===== src/rtl/seg_readback_if.sv =====
// Readback bus between the 7-segment display lines and the decoder:
// the segment source drives master, the decoder is the slave.
interface seg_readback_if #(
  parameter int CNT_W = 8
);
  logic [6:0]       seg_in;
  logic             common_cathode;
  logic             clr_counts;
  logic [3:0]       digit;
  logic [1:0]       kind;
  logic             have_value;
  logic             new_valid;
  logic [CNT_W-1:0] change_count;
  logic [CNT_W-1:0] invalid_count;

  modport master (
    output seg_in, common_cathode, clr_counts,
    input  digit, kind, have_value, new_valid, change_count, invalid_count
  );
  modport slave (
    input  seg_in, common_cathode, clr_counts,
    output digit, kind, have_value, new_valid, change_count, invalid_count
  );
endinterface


===== src/rtl/seg_readback_decoder.sv =====
// Samples display segment lines, waits for a stable pattern, decodes it back
// to a digit/symbol and keeps saturating change / invalid counters.
module seg_readback_decoder #(
  parameter int STABLE_CYCLES = 4,
  parameter int CNT_W         = 8
) (
  input  logic           clk,
  input  logic           rst,
  seg_readback_if.slave  bus
);
  localparam logic [3:0] STABLE = 4'(STABLE_CYCLES);

  logic [6:0]       seg_s1, seg_s2, norm, cand, accepted;
  logic             cc_s1, cc_s2;
  logic [3:0]       cnt;
  logic             accept;
  logic [3:0]       dec_digit, digit_q;
  logic [1:0]       dec_kind, kind_q;
  logic             have_q, nv_q;
  logic [CNT_W-1:0] chg_q, inv_q;

  always_comb norm = cc_s2 ? seg_s2 : ~seg_s2;

  // Fires once per stable run; a run back onto the accepted pattern is ignored.
  always_comb accept = (norm == cand) && (cnt == STABLE - 4'd1) &&
                       (!have_q || (cand != accepted));

  always_comb begin
    dec_digit = 4'd0;
    dec_kind  = 2'd0;
    case (cand)
      7'h3F: dec_digit = 4'd0;
      7'h06: dec_digit = 4'd1;
      7'h5B: dec_digit = 4'd2;
      7'h4F: dec_digit = 4'd3;
      7'h66: dec_digit = 4'd4;
      7'h6D: dec_digit = 4'd5;
      7'h7D: dec_digit = 4'd6;
      7'h07: dec_digit = 4'd7;
      7'h7F: dec_digit = 4'd8;
      7'h6F: dec_digit = 4'd9;
      7'h00: dec_kind  = 2'd1;
      7'h40: dec_kind  = 2'd2;
      default: dec_kind = 2'd3;
    endcase
  end

  always_ff @(posedge clk) begin
    if (rst) begin
      seg_s1 <= '0; seg_s2 <= '0; cc_s1 <= 1'b0; cc_s2 <= 1'b0;
      cand   <= '0; cnt    <= '0;
    end else begin
      seg_s1 <= bus.seg_in;         seg_s2 <= seg_s1;
      cc_s1  <= bus.common_cathode; cc_s2  <= cc_s1;
      if (norm != cand) begin
        cand <= norm;
        cnt  <= 4'd1;
      end else if (cnt < STABLE) begin
        cnt <= cnt + 4'd1;
      end
    end
  end

  always_ff @(posedge clk) begin
    if (rst) begin
      accepted <= '0; digit_q <= '0; kind_q <= 2'd1;
      have_q   <= 1'b0; nv_q  <= 1'b0;
      chg_q    <= '0; inv_q   <= '0;
    end else begin
      nv_q <= accept;
      if (accept) begin
        accepted <= cand;
        digit_q  <= dec_digit;
        kind_q   <= dec_kind;
        have_q   <= 1'b1;
      end
      // Clear wins over a same-cycle increment.
      if (bus.clr_counts) begin
        chg_q <= '0;
        inv_q <= '0;
      end else if (accept) begin
        if (!(&chg_q)) chg_q <= chg_q + 1'b1;
        if ((dec_kind == 2'd3) && !(&inv_q)) inv_q <= inv_q + 1'b1;
      end
    end
  end

  assign bus.digit         = digit_q;
  assign bus.kind          = kind_q;
  assign bus.have_value    = have_q;
  assign bus.new_valid     = nv_q;
  assign bus.change_count  = chg_q;
  assign bus.invalid_count = inv_q;
endmodule


===== src/flat_wrapper.sv =====
// flat-port wrapper written by rule: the top's interface ports become plain ports
module seg_readback_decoder_flat 
#(
  parameter int STABLE_CYCLES = 4,
  parameter int CNT_W         = 8
)
  (clk, rst, bus_seg_in, bus_common_cathode, bus_clr_counts, bus_digit, bus_kind, bus_have_value, bus_new_valid, bus_change_count, bus_invalid_count);
  seg_readback_if #(.CNT_W(CNT_W)) bus_i ();
  input  logic clk;
  input  logic rst;
  input wire logic [$bits(bus_i.seg_in)-1:0] bus_seg_in;
  input wire logic [$bits(bus_i.common_cathode)-1:0] bus_common_cathode;
  input wire logic [$bits(bus_i.clr_counts)-1:0] bus_clr_counts;
  output wire logic [$bits(bus_i.digit)-1:0] bus_digit;
  output wire logic [$bits(bus_i.kind)-1:0] bus_kind;
  output wire logic [$bits(bus_i.have_value)-1:0] bus_have_value;
  output wire logic [$bits(bus_i.new_valid)-1:0] bus_new_valid;
  output wire logic [$bits(bus_i.change_count)-1:0] bus_change_count;
  output wire logic [$bits(bus_i.invalid_count)-1:0] bus_invalid_count;
  assign bus_i.seg_in = bus_seg_in;
  assign bus_i.common_cathode = bus_common_cathode;
  assign bus_i.clr_counts = bus_clr_counts;
  assign bus_digit = bus_i.digit;
  assign bus_kind = bus_i.kind;
  assign bus_have_value = bus_i.have_value;
  assign bus_new_valid = bus_i.new_valid;
  assign bus_change_count = bus_i.change_count;
  assign bus_invalid_count = bus_i.invalid_count;
  seg_readback_decoder #(.STABLE_CYCLES(STABLE_CYCLES), .CNT_W(CNT_W)) u_core (.clk(clk), .rst(rst), .bus(bus_i));
endmodule

===== config.mk =====
export PLATFORM = sky130hd
export DESIGN_NAME = seg_readback_decoder_flat
export DESIGN_NICKNAME = d
export VERILOG_FILES = /design/src/rtl/seg_readback_if.sv /design/src/rtl/seg_readback_decoder.sv /design/src/flat_wrapper.sv
export SDC_FILE = /design/constraint.sdc
export NUM_CORES = 1
export LEC_CHECK = 0
export BUFFER_PORTS_ARGS = -buffer_cell sky130_fd_sc_hd__buf_2
export CORE_UTILIZATION = 60
export DETAILED_ROUTE_END_ITERATION = 8
export GPL_ROUTABILITY_DRIVEN = 0
export PLACE_DENSITY = 0.81
export SLEW_MARGIN = 20
export SYNTH_ARGS = -nofsm -noshare
export SYNTH_HDL_FRONTEND = slang
export SYNTH_SLANG_ARGS = --single-unit
export TNS_END_PERCENT = 1

===== constraint.sdc =====
create_clock -name clk -period 3.4 [get_ports clk]
set_clock_uncertainty 0.2 [all_clocks]
set_input_delay 0.68 -clock clk [delete_from_list [all_inputs] [get_ports clk]]
set_output_delay 0.68 -clock clk [all_outputs]
set_load 0.01 [all_outputs]

==> key figures, run 1 <==
Final layout
  – Nets@finish: 331
  – # diodes: 0
  – Final Cell Area: 2964 um2
  – Finished Core Util: 72.54%
  – Most common cell after layout, fill and taps aside: dfxtp_1
  – Fraction of layout cells with a size suffix above 1: 18.38%
  – Most frequent cells in the layout: dfxtp_1, buf_2, nor2_1
  – Filler instances: 323
  – Synth-to-layout area growth: 13.29%

Die
  – Die height: 68.04 um
  – Die ar.: 4629 um2
  – Core Region: 4086 um2
  – Die X: 68.04 um
  – Initial core utilization: 64.02%
  – Top Ports: 35
  – FP Rows: 23

Worst setup path
  – Worst setup SP type: flip-flop
  – CP max FO: 19
  – Reg-to-reg critical path startpoint: u_core.cand[3]
  – CP Launch Point: u_core.cand[3]
  – Worst EP arrival: 2.76 ns
  – WS Path Type: reg -> reg
  – Register-to-register setup slack: 0.71 ns
  – Worst Path Required: 3.47 ns
  – Worst Setup End Kind: flip-flop

Timing
  – Final hold viol count: 0
  – Final TNS setup: 0 ns
  – Max Slew Vio Count: 0
  – Endpoints failing setup: 0
  – Setup repair after global routing missed its margin: no
  – Fin crit period: 2.686 ns
  – Period Utilization, post-route: 79.01%
  – Fmax achieved: 372.3 MHz
  – Max-slew headroom: 51.05%
  – Worst Max-Slew Pin Slew: 0.7343 ns

Logic synthesis
  – Avg Cell Area, Syn: 9.053 um2
  – Asr flop ratio synth: 0%
  – Sequential element share of the synthesized area: 44.38%
  – Synth Register Bits: 58
  – Gate Count Post-Synth: 289
  – Synthesized Nets: 303
  – Ys Warns: 0
  – Cell Area, Synth: 2616 um2
  – Synth unique cells: 45
  – Top FF cell, synth: dfxtp_1
  – Number of synthesized flops with an enable pin: 0

Status
  – Outcome: complete, no violations

Clock network
  – CTS buffer count: 9
  – Worst skew pair latency: 0.33 ns
  – Root buffer cell: clkbuf_8
  – CTS sink cnt: 58
  – Hold_buf cts: 0
  – CTS tree: built
  – Setup Buffers After CTS: 0
  – Depth of the CTS H-tree: 3
  – CTS clk-pin slew, worst paths: 0.07 ns
  – Post-CTS Resized: 0
  – Clk buf depth: 2

GRT
  – Grt total ovfl: 0
  – Pin count of the biggest net entering global routing: 46
  – First-pass GRT wire length: 7907 um
  – Vias in the first global route: 1787
  – Tot GR Track Use: 23.48%
  – Initial antenna violation count: 0

Routing
  – DR WL/cell: 12.99 um
  – Drt drc: 0
  – Final antenna-violating net count: 0
  – Via density: 5.693
  – First-iteration detailed-routing DRC count: 130
  – Via Count: 2112
  – Final wirelength: 4818 um
  – DR pass1 iterations: 4

Flow run
  – Maxcap violations: 0

Power
  – Pleak: 1.249 nW
  – VDD IR max: 383.2 uV
  – Pwr Density: 487.0 nW/um2

Placed design
  – Port Buffer Count: 34
  – Hpwl dp: 3303 um
  – Placed cell areas: 2760 um2

Hold path
  – Hold WC Path Type: reg -> reg
  – Min-delay src: u_core.seg_s1[5]
-- where the power goes --
part           internal, mW  leakage (nW)  switching (mW)
logic                0.0379         0.670          0.0399
registers             0.696         0.473          0.0252
clock network         0.393         0.106           0.251
-- per-stage QoR --
stage / total power, mW / hold slack [ns] / worst slack [ns] / cells
3_3_place_gp: 0.8100 / 0.2157 / 0.7787 / 356
5_1_grt: 1.499 / 0.2517 / 0.5787 / 371
6_report: 1.444 / 0.2358 / 0.7137 / 371
4_1_cts: 1.455 / 0.2388 / 0.7135 / 371
3_5_place_dp: 0.8134 / 0.2242 / 0.7311 / 356
2_1_floorplan: 0.8019 / 0.2138 / 1.060 / 289
-- logic make-up (layout without fill, tap and decap cells) --
group / after synthesis / count (layout) / share of synthesized area (%)
AND/OR/NAND/NOR: 133 / 133 / 27.69
flip-flops: 58 / 58 / 44.38
AO/OA/AOI/OAI: 35 / 35 / 8.656
buffers and inverters: 24 / 56 / 4.830
XOR/XNOR: 23 / 23 / 7.987
multiplexers: 13 / 13 / 5.022
adder cells (fa/ha/maj): 3 / 3 / 1.435
-- layout make-up --
| type | count | area (um2) | share of cell area [%] |
|---|---|---|---|
| clock buffers | 13 | 168.9 | 5.699 |
| flip-flops and latches | 58 | 1161 | 39.17 |
| multi-input cells | 207 | 1329 | 44.83 |
| inverters | 4 | 15.01 | 0.5065 |
| well taps | 50 | 62.56 | 2.111 |
| clock inverters | 2 | 35.03 | 1.182 |
| repair buffers | 37 | 192.7 | 6.501 |
-- registers in the layout (all words and copies together), names as in the netlist, 2 cells and up --
signal                    flops
u_core.bus.change_count       8
u_core.bus.invalid_count      8
u_core.accepted               7
u_core.cand                   7
u_core.seg_s1                 7
u_core.seg_s2                 7
u_core.bus.digit              4
u_core.cnt                    4
u_core.bus.kind               2
-- worst max-delay path: stages (launching register included) --
cell and delay [ns]:
dfxtp_1 0.60, xnor2_2 0.19, nand4_1 0.11, or2_2 0.34
a211o_1 0.48, or4_1 0.57, a21oi_1 0.14
-- cells in the mapped netlist, types with 2 or more instances --
| cell type | n | area (um2) |
|---|---|---|
| a211oi_1 | 2 | 15.01 |
| a21oi_1 | 11 | 55.05 |
| a311oi_1 | 2 | 17.52 |
| a31oi_1 | 3 | 18.77 |
| a41o_1 | 2 | 20.02 |
| and2_1 | 3 | 18.77 |
| and3_1 | 5 | 31.28 |
| and4_1 | 2 | 17.52 |
| buf_2 | 5 | 25.02 |
| buf_4 | 4 | 30.03 |
| buf_6 | 2 | 22.52 |
| clkbuf_1 | 9 | 33.78 |
| dfxtp_1 | 58 | 1161 |
| ha_1 | 3 | 37.54 |
| inv_1 | 4 | 15.01 |
| mux2i_1 | 12 | 120.1 |
| nand2_1 | 16 | 60.06 |
| nand3_1 | 13 | 65.06 |
| nand4_1 | 12 | 75.07 |
| nor2_1 | 32 | 120.1 |
| nor2b_1 | 17 | 106.4 |
| nor3_1 | 7 | 35.03 |
| nor3b_1 | 2 | 15.01 |
| nor4_1 | 2 | 12.51 |
| nor4bb_1 | 2 | 20.02 |
| o21ai_0 | 8 | 40.04 |
| o31ai_1 | 3 | 22.52 |
| or2_2 | 3 | 18.77 |
| or3_1 | 8 | 50.05 |
| or4_1 | 2 | 15.01 |
| xnor2_1 | 14 | 122.6 |
| xor2_1 | 8 | 70.07 |
-- per-layer routing --
metal,vias up,track usage (%),share of wire (%)
li1,1068,-,-
met1,982,29.72,45
met2,48,35.91,48
met3,14,6.000,3.9
met4,0,13.54,2.8
met5,-,0,0
-- path summary, 6_finish.rpt --
check                                                  end  depth (start not counted)
worst max register to register  u_core.bus.change_count[3]                          6
worst max-delay path            u_core.bus.change_count[3]                          6
worst min register to register            u_core.seg_s2[5]                          1
worst min-delay path                      u_core.seg_s2[5]                          1
(Power assumes the default switching activity.)
==> inputs of run 2 (changes only) <==
--- a/config.mk
+++ b/config.mk
@@ -5,11 +5,12 @@
 export SDC_FILE = /design/constraint.sdc
 export NUM_CORES = 1
 export LEC_CHECK = 0
+export ABC_AREA = 1
 export BUFFER_PORTS_ARGS = -buffer_cell sky130_fd_sc_hd__buf_2
-export CORE_UTILIZATION = 60
+export CORE_UTILIZATION = 57
 export DETAILED_ROUTE_END_ITERATION = 8
 export GPL_ROUTABILITY_DRIVEN = 0
-export PLACE_DENSITY = 0.81
+export PLACE_DENSITY = 0.77
 export SLEW_MARGIN = 20
 export SYNTH_ARGS = -nofsm -noshare
 export SYNTH_HDL_FRONTEND = slang
==> constraint.sdc (replaced) <==
create_clock -name clk -period 2.5 [get_ports clk]
set_clock_uncertainty 0.2 [all_clocks]
set_input_delay 0.5 -clock clk [delete_from_list [all_inputs] [get_ports clk]]
set_output_delay 0.5 -clock clk [all_outputs]
set_load 0.01 [all_outputs]
==> run 2 against run 1 <==
  * Combinational power is 56% higher
  * Synthesized cell count is 36% higher
  * Non-clock buffer count stayed put
  * Synthesized area is 3.3% higher
  * Fmax is 18% higher
  * Largest power group unchanged
  * Cell area is 4.5% higher
  * Critical endpoint is now u_core.bus.change_count[1]
  * Utilization is 2.9 points lower
==> key figures, run 2 <==
Status
  – Outcome: complete, no violations

GRT
  – Tot GR Track Use: 21.93% (-1.5 points)
  – First-pass GRT wire length: 8618 um (+9.0%)
  – Grt total ovfl: 0 (unchanged)
  – Initial antenna violation count: 0 (unchanged)
  – Vias in the first global route: 1997 (+12%)
  – Pin count of the biggest net entering global routing: 29 (-37%)

Timing
  – Worst Max-Slew Pin Slew: 0.4190 ns (-0.3153 ns)
  – Fmax achieved: 439.6 MHz (+18%)
  – Setup repair after global routing missed its margin: no
  – Final hold viol count: 0 (unchanged)
  – Max Slew Vio Count: 0 (unchanged)
  – Final TNS setup: 0 ns (unchanged)
  – Period Utilization, post-route: 90.99% (+12 points)
  – Final Worst Setup Slack: 0.2253 ns (-0.4884 ns)
  – Fin crit period: 2.275 ns (-0.4116 ns)
  – Max-slew headroom: 72.04% (+21 points)
  – Endpoints failing setup: 0 (unchanged)

Placed design
  – Port Buffer Count: 34 (unchanged)
  – Placed Cells: 469 (+32%)
  – Hpwl dp: 3552 um (+7.5%)
  – Dpl ws: 0.09808 ns (-0.6330 ns)

Worst setup path
  – Reg-to-reg critical path startpoint: u_core.cc_s2
  – CP bufs+invs: 3 (+3)
  – Worst EP arrival: 2.34 ns (-0.42 ns)
  – CP peak stage delay: 0.44 ns (-0.16 ns)
  – Worst setup SP type: flip-flop
  – CP max FO: 28 (+9)
  – CP Cell Sequence: inv_2 -> nand2_1 -> nand2_1 -> nand2_1 -> nand2_1 -> nor2_1 -> nand3_1 -> nor2_2 -> buf_12 -> nand2_1 -> inv_1 -> nor2_1 -> nor2_1
  – Worst reg2reg endpoint: u_core.bus.change_count[1]
  – Register-to-register setup slack: 0.23 ns (-0.49 ns)
  – WS Path Type: reg -> reg
  – Slowest CP cell: dfxtp_2
  – Worst Setup End Kind: flip-flop
  – CP dominant cell by count: nand2_1
  – Worst Path Required: 2.57 ns (-0.90 ns)
  – Top delay family on crit path: simple AND/OR/NAND/NOR gates
  – Worst r2r path cells: 13 (+7)

Final layout
  – Most common cell after layout, fill and taps aside: nand2_1
  – Storage element area: 1162 um2 (+0.11%)
  – Final Non-Filler Cells: 485 (+31%)
  – Most frequent cells in the layout: nand2_1, dfxtp_1, nor2_1
  – Nets@finish: 442 (+34%)
  – # diodes: 0 (unchanged)
  – Filler instances: 401 (+24%)
  – Synth-to-layout area growth: 14.58%
  – Fraction of layout cells with a size suffix above 1: 15.01% (-3.4 points)
  – Area of the multi-input gates: 1286 um2 (-3.2%)

Die
  – Top Ports: 35 (unchanged)
  – Die X: 70.86 um (+4.1%)
  – Initial core utilization: 60.81% (-3.2 points)
  – Die height: 70.86 um (+4.1%)
  – FP Rows: 24 (+4.3%)
  – Core Region: 4444 um2 (+8.8%)
  – Die ar.: 5020 um2 (+8.5%)

Hold path
  – Worst Hold Depth: 3 (+2)
  – Min-delay src: bus_seg_in[5]
  – Worst hold path endpoint: u_core.seg_s1[5]
  – Hold WC Path Type: in -> reg

Logic synthesis
  – Top FF cell, synth: dfxtp_1
  – Most common cell in the netlist: nand2_1
  – Synth top cells by count: nand2_1, dfxtp_1, nor2_1, inv_1, nand3_1
  – Ys Warns: 0 (unchanged)
  – Sequential element share of the synthesized area: 42.96% (-1.4 points)
  – Share of the synthesized area in the top cell type: 42.96% (-1.4 points)
  – Post-Synth Simple-Gate Area: 33.61% (+5.9 points)
  – Adder-cell area share of the yosys netlist: 1.389% (-0.046 points)
  – Synth Register Bits: 58 (unchanged)
  – Asr flop ratio synth: 0% (unchanged)
  – Synthesized Nets: 407 (+34%)
  – Synth area leader: dfxtp_1
  – Number of synthesized flops with an enable pin: 0 (unchanged)
  – Xor/xnor share of the synthesized area: 4.213% (-3.8 points)
  – Synth Area in Compound Gates: 8.380% (-0.28 points)
  – Gate Count Post-Synth: 393 (+36%)
  – Mux contribution to synthesized area: 0% (-5.0 points)
  – Cell Area, Synth: 2703 um2 (+3.3%)
  – Largest family of logic cells by synthesized area: simple AND/OR/NAND/NOR gates
  – Synth top area cells: dfxtp_1, nand2_1, nand3_1
  – Avg Cell Area, Syn: 6.877 um2 (-24%)
  – Synth unique cells: 28 (-38%)

Routing
  – Drt drc: 0 (unchanged)
  – Via density: 5.082 (-11%)
  – Via Count: 2465 (+17%)
  – DR WL/cell: 10.49 um (-19%)
  – Final antenna-violating net count: 0 (unchanged)
  – DR pass1 iterations: 7 (+3)
  – First-iteration detailed-routing DRC count: 148 (+14%)
  – Final wirelength: 5088 um (+5.6%)

Clock network
  – CTS buffer count: 9 (unchanged)
  – Setup Buffers After CTS: 0 (unchanged)
  – Root buffer cell: clkbuf_8
  – Hold_buf cts: 0 (unchanged)
  – CTS sink cnt: 58 (unchanged)
  – CTS tree: built
  – CTS clk-pin slew, worst paths: 0.06 ns (about the same)
  – Worst skew pair latency: 0.33 ns (about the same)
  – Depth of the CTS H-tree: 3 (unchanged)
  – Clk buf depth: 2 (unchanged)

Flow run
  – Maxcap violations: 0 (unchanged)

Power
  – Pint: 1.483 mW (+32%)
  – Pleak: 1.461 nW (+17%)
  – Pwr Density: 622.1 nW/um2 (+28%)
  – Comb pwr share: 6.3% (+0.9 points)
  – Switch share: 23.03% (+1.1 points)
  – VDD IR max: 506.8 uV (+32%)
  – Clock network power share: 43.4% (-1.2 points)
  – Psw: 443.8 uW (+40%)
  – Flop pwr share: 50.3% (+0.3 points)
[run 2: cell count changes in the layout (fill, tap and decap cells not counted), sizes merged, moves of 14 or more]
cell / delta
a21oi: +19
xnor2: -14
nor2: +26
inv: +43
nand2: +88
nand3: +30
nor2b: -17
[run 2: metrics by stage]
stage               total power [mW]  hold WS [ns]  utilization, %  instance area [um2]
floorplan                      1.080        0.1883               -                 2703
global placement               1.106        0.1896           65.12                 2894
detailed placement             1.109        0.1940           65.12                 2894
CTS                            1.945        0.1583           69.65                 3095
global route                   2.006        0.1683           69.68                 3097
finish                         1.927        0.1677           69.68                 3097
[run 2: how the worst max path moves through the flow]
stage,slack [ns],start,endpoint,cells after the start
floorplan,0.66,u_core.bus.change_count[0],u_core.bus.change_count[1],9
global placement,0.10,u_core.cc_s2,u_core.bus.change_count[1],13
detailed placement,0.1,u_core.cc_s2,u_core.bus.change_count[1],13
CTS,0.04,u_core.cc_s2,u_core.bus.change_count[1],13
global route,0.05,u_core.cc_s2,u_core.bus.change_count[1],13
finish,0.23,u_core.cc_s2,u_core.bus.change_count[1],13
[run 2: cells by family after synthesis]
| logic type | Yosys count |
|---|---|
| compound gates | 44 |
| buf+inv | 60 |
| flops | 58 |
| fa+ha+maj | 3 |
| xor+xnor | 13 |
| simple gates | 215 |
[run 2: tightest hold or removal path: cells and delay by family]
| kind | cells | cell delay (ns) |
|---|---|---|
| buffers and inverters | 2 | 0.10 |
| AND/OR/NAND/NOR | 1 | 0.06 |
[run 2: routing by layer]
metal	part of all wire [%]	vias to the layer above	track usage [%]
met1	49	1073	28.82
met4	1.5	0	12.00
met5	0	-	0
met2	43	85	33.76
li1	-	1299	-
met3	5.9	8	4.701
[run 2: final cells by class]
cell class | instances | share of cell area [%]
repair buffers | 37 | 6.626
clock inverters | 1 | 0.1616
inverters | 47 | 5.697
flip-flops and latches | 58 | 37.54
multi-input cells | 275 | 41.54
clock buffers | 15 | 6.343
well taps | 52 | 2.101
[run 2: what timing repair did]
item	in CTS	in global routing
hold endpoints to repair	0	0
setup endpoints to repair	0	13
gates resized for setup	0	1
[run 2: power groups by stage]
stage                     Clock (mW)  Sequential [mW]  Combinational (mW)
after global placement             0            0.989               0.117
final                          0.837            0.969               0.121
after global routing           0.896            0.972               0.138
after CTS                      0.856            0.969               0.120
after floorplan                    0            0.977               0.103
after detailed placement           0            0.989               0.119
==> inputs of run 3 (changes only) <==
==> constraint.sdc (replaced) <==
create_clock -name clk -period 2.5 [get_ports clk]
set_clock_uncertainty 0.2 [all_clocks]
set_input_delay 0.75 -clock clk [delete_from_list [all_inputs] [get_ports clk]]
set_output_delay 0.75 -clock clk [all_outputs]
set_load 0.01 [all_outputs]
==> run 3 against run 2 <==
  * Final cell count stayed put
  * Sequential power hardly changed
  * Via count is 0.77% lower
  * Critical path type unchanged
  * Critical path depth is 1 lower
  * Worst setup slack worse by 0.0013 ns
  * Sequential cell count stayed put
  * Register-to-register slack hardly changed
==> key figures, run 3 (same netlist as run 2, synthesis figures left out) <==
Worst setup path
  – Worst r2r path cells: 12 (-1)
  – CP dominant cell by count: nand2_1
  – Worst EP arrival: 2.28 ns (-0.06 ns)
  – Worst reg2reg endpoint: u_core.bus.change_count[4]
  – Slowest CP cell: dfxtp_2
  – Crit path to: u_core.bus.change_count[4]
  – CP max FO: 28 (unchanged)
  – Register-to-register setup slack: 0.22 ns (about the same)
  – WS Path Type: reg -> reg
  – WP depth: 12 (-1)
  – CP Cell Sequence: inv_2 -> nand2_1 -> nand3_1 -> nand2_1 -> nand2_1 -> nor2_1 -> nand3_1 -> nor2_2 -> buf_12 -> nand2_1 -> nand2_1 -> a21oi_1
  – CP Launch Point: u_core.cc_s2
  – Worst setup SP type: flip-flop
  – Worst Setup End Kind: flip-flop
  – CP peak stage delay: 0.44 ns (about the same)
  – Reg-to-reg critical path startpoint: u_core.cc_s2
  – Top delay family on crit path: simple AND/OR/NAND/NOR gates
  – Worst Path Required: 2.50 ns (-0.07 ns)
  – CP bufs+invs: 2 (-1)

Final layout
  – Finished Core Util: 69.26% (-0.42 points)
  – Nets@finish: 442 (unchanged)
  – Most frequent cells in the layout: nand2_1, dfxtp_1, nor2_1
  – Synth-to-layout area growth: 13.89%
  – Fraction of layout cells with a size suffix above 1: 14.78% (-0.23 points)
  – # diodes: 0 (unchanged)
  – Final Cell Area: 3078 um2 (-0.61%)
  – Most common cell after layout, fill and taps aside: nand2_1

Timing
  – Fmax achieved: 439.4 MHz (about the same)
  – Final hold viol count: 0 (unchanged)
  – Max-slew headroom: 72.17% (+0.13 points)
  – Final TNS setup: 0 ns (unchanged)
  – Fin crit period: 2.276 ns (+0.001299 ns)
  – Endpoints failing setup: 0 (unchanged)
  – Setup repair after global routing missed its margin: no
  – Max Slew Vio Count: 0 (unchanged)
  – Period Utilization, post-route: 91.04% (about the same)
  – Worst Max-Slew Pin Slew: 0.4170 ns (-0.002001 ns)

Die
  – Initial core utilization: 60.81% (unchanged)
  – Core Region: 4444 um2 (unchanged)
  – Top Ports: 35 (unchanged)
  – FP Rows: 24 (unchanged)
  – Die ar.: 5020 um2 (unchanged)
  – Die X: 70.86 um (unchanged)
  – Die height: 70.86 um (unchanged)

GRT
  – Initial antenna violation count: 0 (unchanged)
  – First-pass GRT wire length: 9032 um (+4.8%)
  – Pin count of the biggest net entering global routing: 29 (unchanged)
  – Grt total ovfl: 0 (unchanged)
  – Vias in the first global route: 2162 (+8.3%)
  – Tot GR Track Use: 23.16% (+1.2 points)

Power
  – Pleak: 1.452 nW (-0.64%)
  – Pwr Density: 607.0 nW/um2 (-2.4%)
  – VDD IR max: 448.0 uV (-12%)

Clock network
  – CTS clk-pin slew, worst paths: 0.06 ns (about the same)
  – Root buffer cell: clkbuf_8
  – Clk buf depth: 2 (unchanged)
  – CTS tree: built
  – Worst skew pair latency: 0.34 ns (about the same)
  – Depth of the CTS H-tree: 3 (unchanged)
  – CTS sink cnt: 58 (unchanged)
  – CTS buffer count: 9 (unchanged)
  – Setup Buffers After CTS: 0 (unchanged)

Routing
  – Drt drc: 0 (unchanged)
  – Via density: 5.043 (-0.77%)
  – Final antenna-violating net count: 0 (unchanged)
  – Final wirelength: 5262 um (+3.4%)
  – First-iteration detailed-routing DRC count: 149 (+0.68%)
  – Via Count: 2446 (-0.77%)
  – DR pass1 iterations: 6 (-1)
  – DR WL/cell: 10.85 um (+3.4%)

Placed design
  – Placed cell areas: 2894 um2 (unchanged)
  – Hpwl dp: 3688 um (+3.8%)
  – Port Buffer Count: 34 (unchanged)

Flow run
  – Maxcap violations: 0 (unchanged)

Status
  – Outcome: complete, no violations

Hold path
  – Hold WC Path Type: reg -> reg
run 3: cell types whose count changed in the layout (fill, tap and decap cells not counted), sizes merged:
cell and delta:
clkbuf -1, clkinv +1
run 3: what timing repair did:
action	CTS	global route
gates resized for setup	0	1
hold endpoints to repair	0	0
hold buffers	0	0
setup endpoints to repair	0	14
run 3: final cells by class:
class / count / area [um2]
Tap cell: 52 / 65.06
Sequential cell: 58 / 1162
Multi-Input combinational cell: 275 / 1286
Clock buffer: 14 / 172.7
Inverter: 47 / 176.4
Timing Repair Buffer: 37 / 205.2
Fill cell: 394 / 1366
Clock inverter: 2 / 10.01
run 3: worst min-delay path by stage:
stage                           from                to  slack (ns)  cells past startpoint
global route        u_core.seg_s1[6]  u_core.seg_s2[6]        0.22                      2
detailed placement  u_core.seg_s1[4]  u_core.seg_s2[4]        0.19                      2
finish              u_core.seg_s1[4]  u_core.seg_s2[4]        0.20                      2
global placement    u_core.seg_s1[3]  u_core.seg_s2[3]        0.19                      2
CTS                 u_core.seg_s1[4]  u_core.seg_s2[4]        0.20                      2
floorplan               u_core.cc_s1      u_core.cc_s2        0.19                      2
run 3: power by group:
group          switching, mW  total [mW]  internal [mW]
clock                  0.341       0.779          0.438
combinational         0.0774       0.120         0.0423
sequential            0.0231       0.970          0.947
total                  0.442        1.87           1.43
run 3: tightest hold or removal path, stage by stage (launching register included):
cell,delay [ns]
dfxtp_1,0.29
inv_1,0.04
nor2_1,0.03
run 3: metal layers:
layer	vias up	track usage, %	share of wire, %
met4	0	9.333	1.7
li1	1302	-	-
met1	1085	28.96	50
met5	-	0	0
met3	12	7.265	4.4
met2	47	37.29	44
run 3: stage by stage:
step | cells | power, mW | worst slack, ns | hold WS [ns]
after floorplan | 393 | 1.080 | 0.6530 | 0.1883
after global placement | 469 | 1.106 | 0.1113 | 0.1885
after detailed placement | 469 | 1.109 | 0.1117 | 0.1933
after CTS | 485 | 1.885 | 0.07208 | 0.2018
after global routing | 485 | 1.951 | 0.03388 | 0.2186
final | 485 | 1.868 | 0.2240 | 0.2009
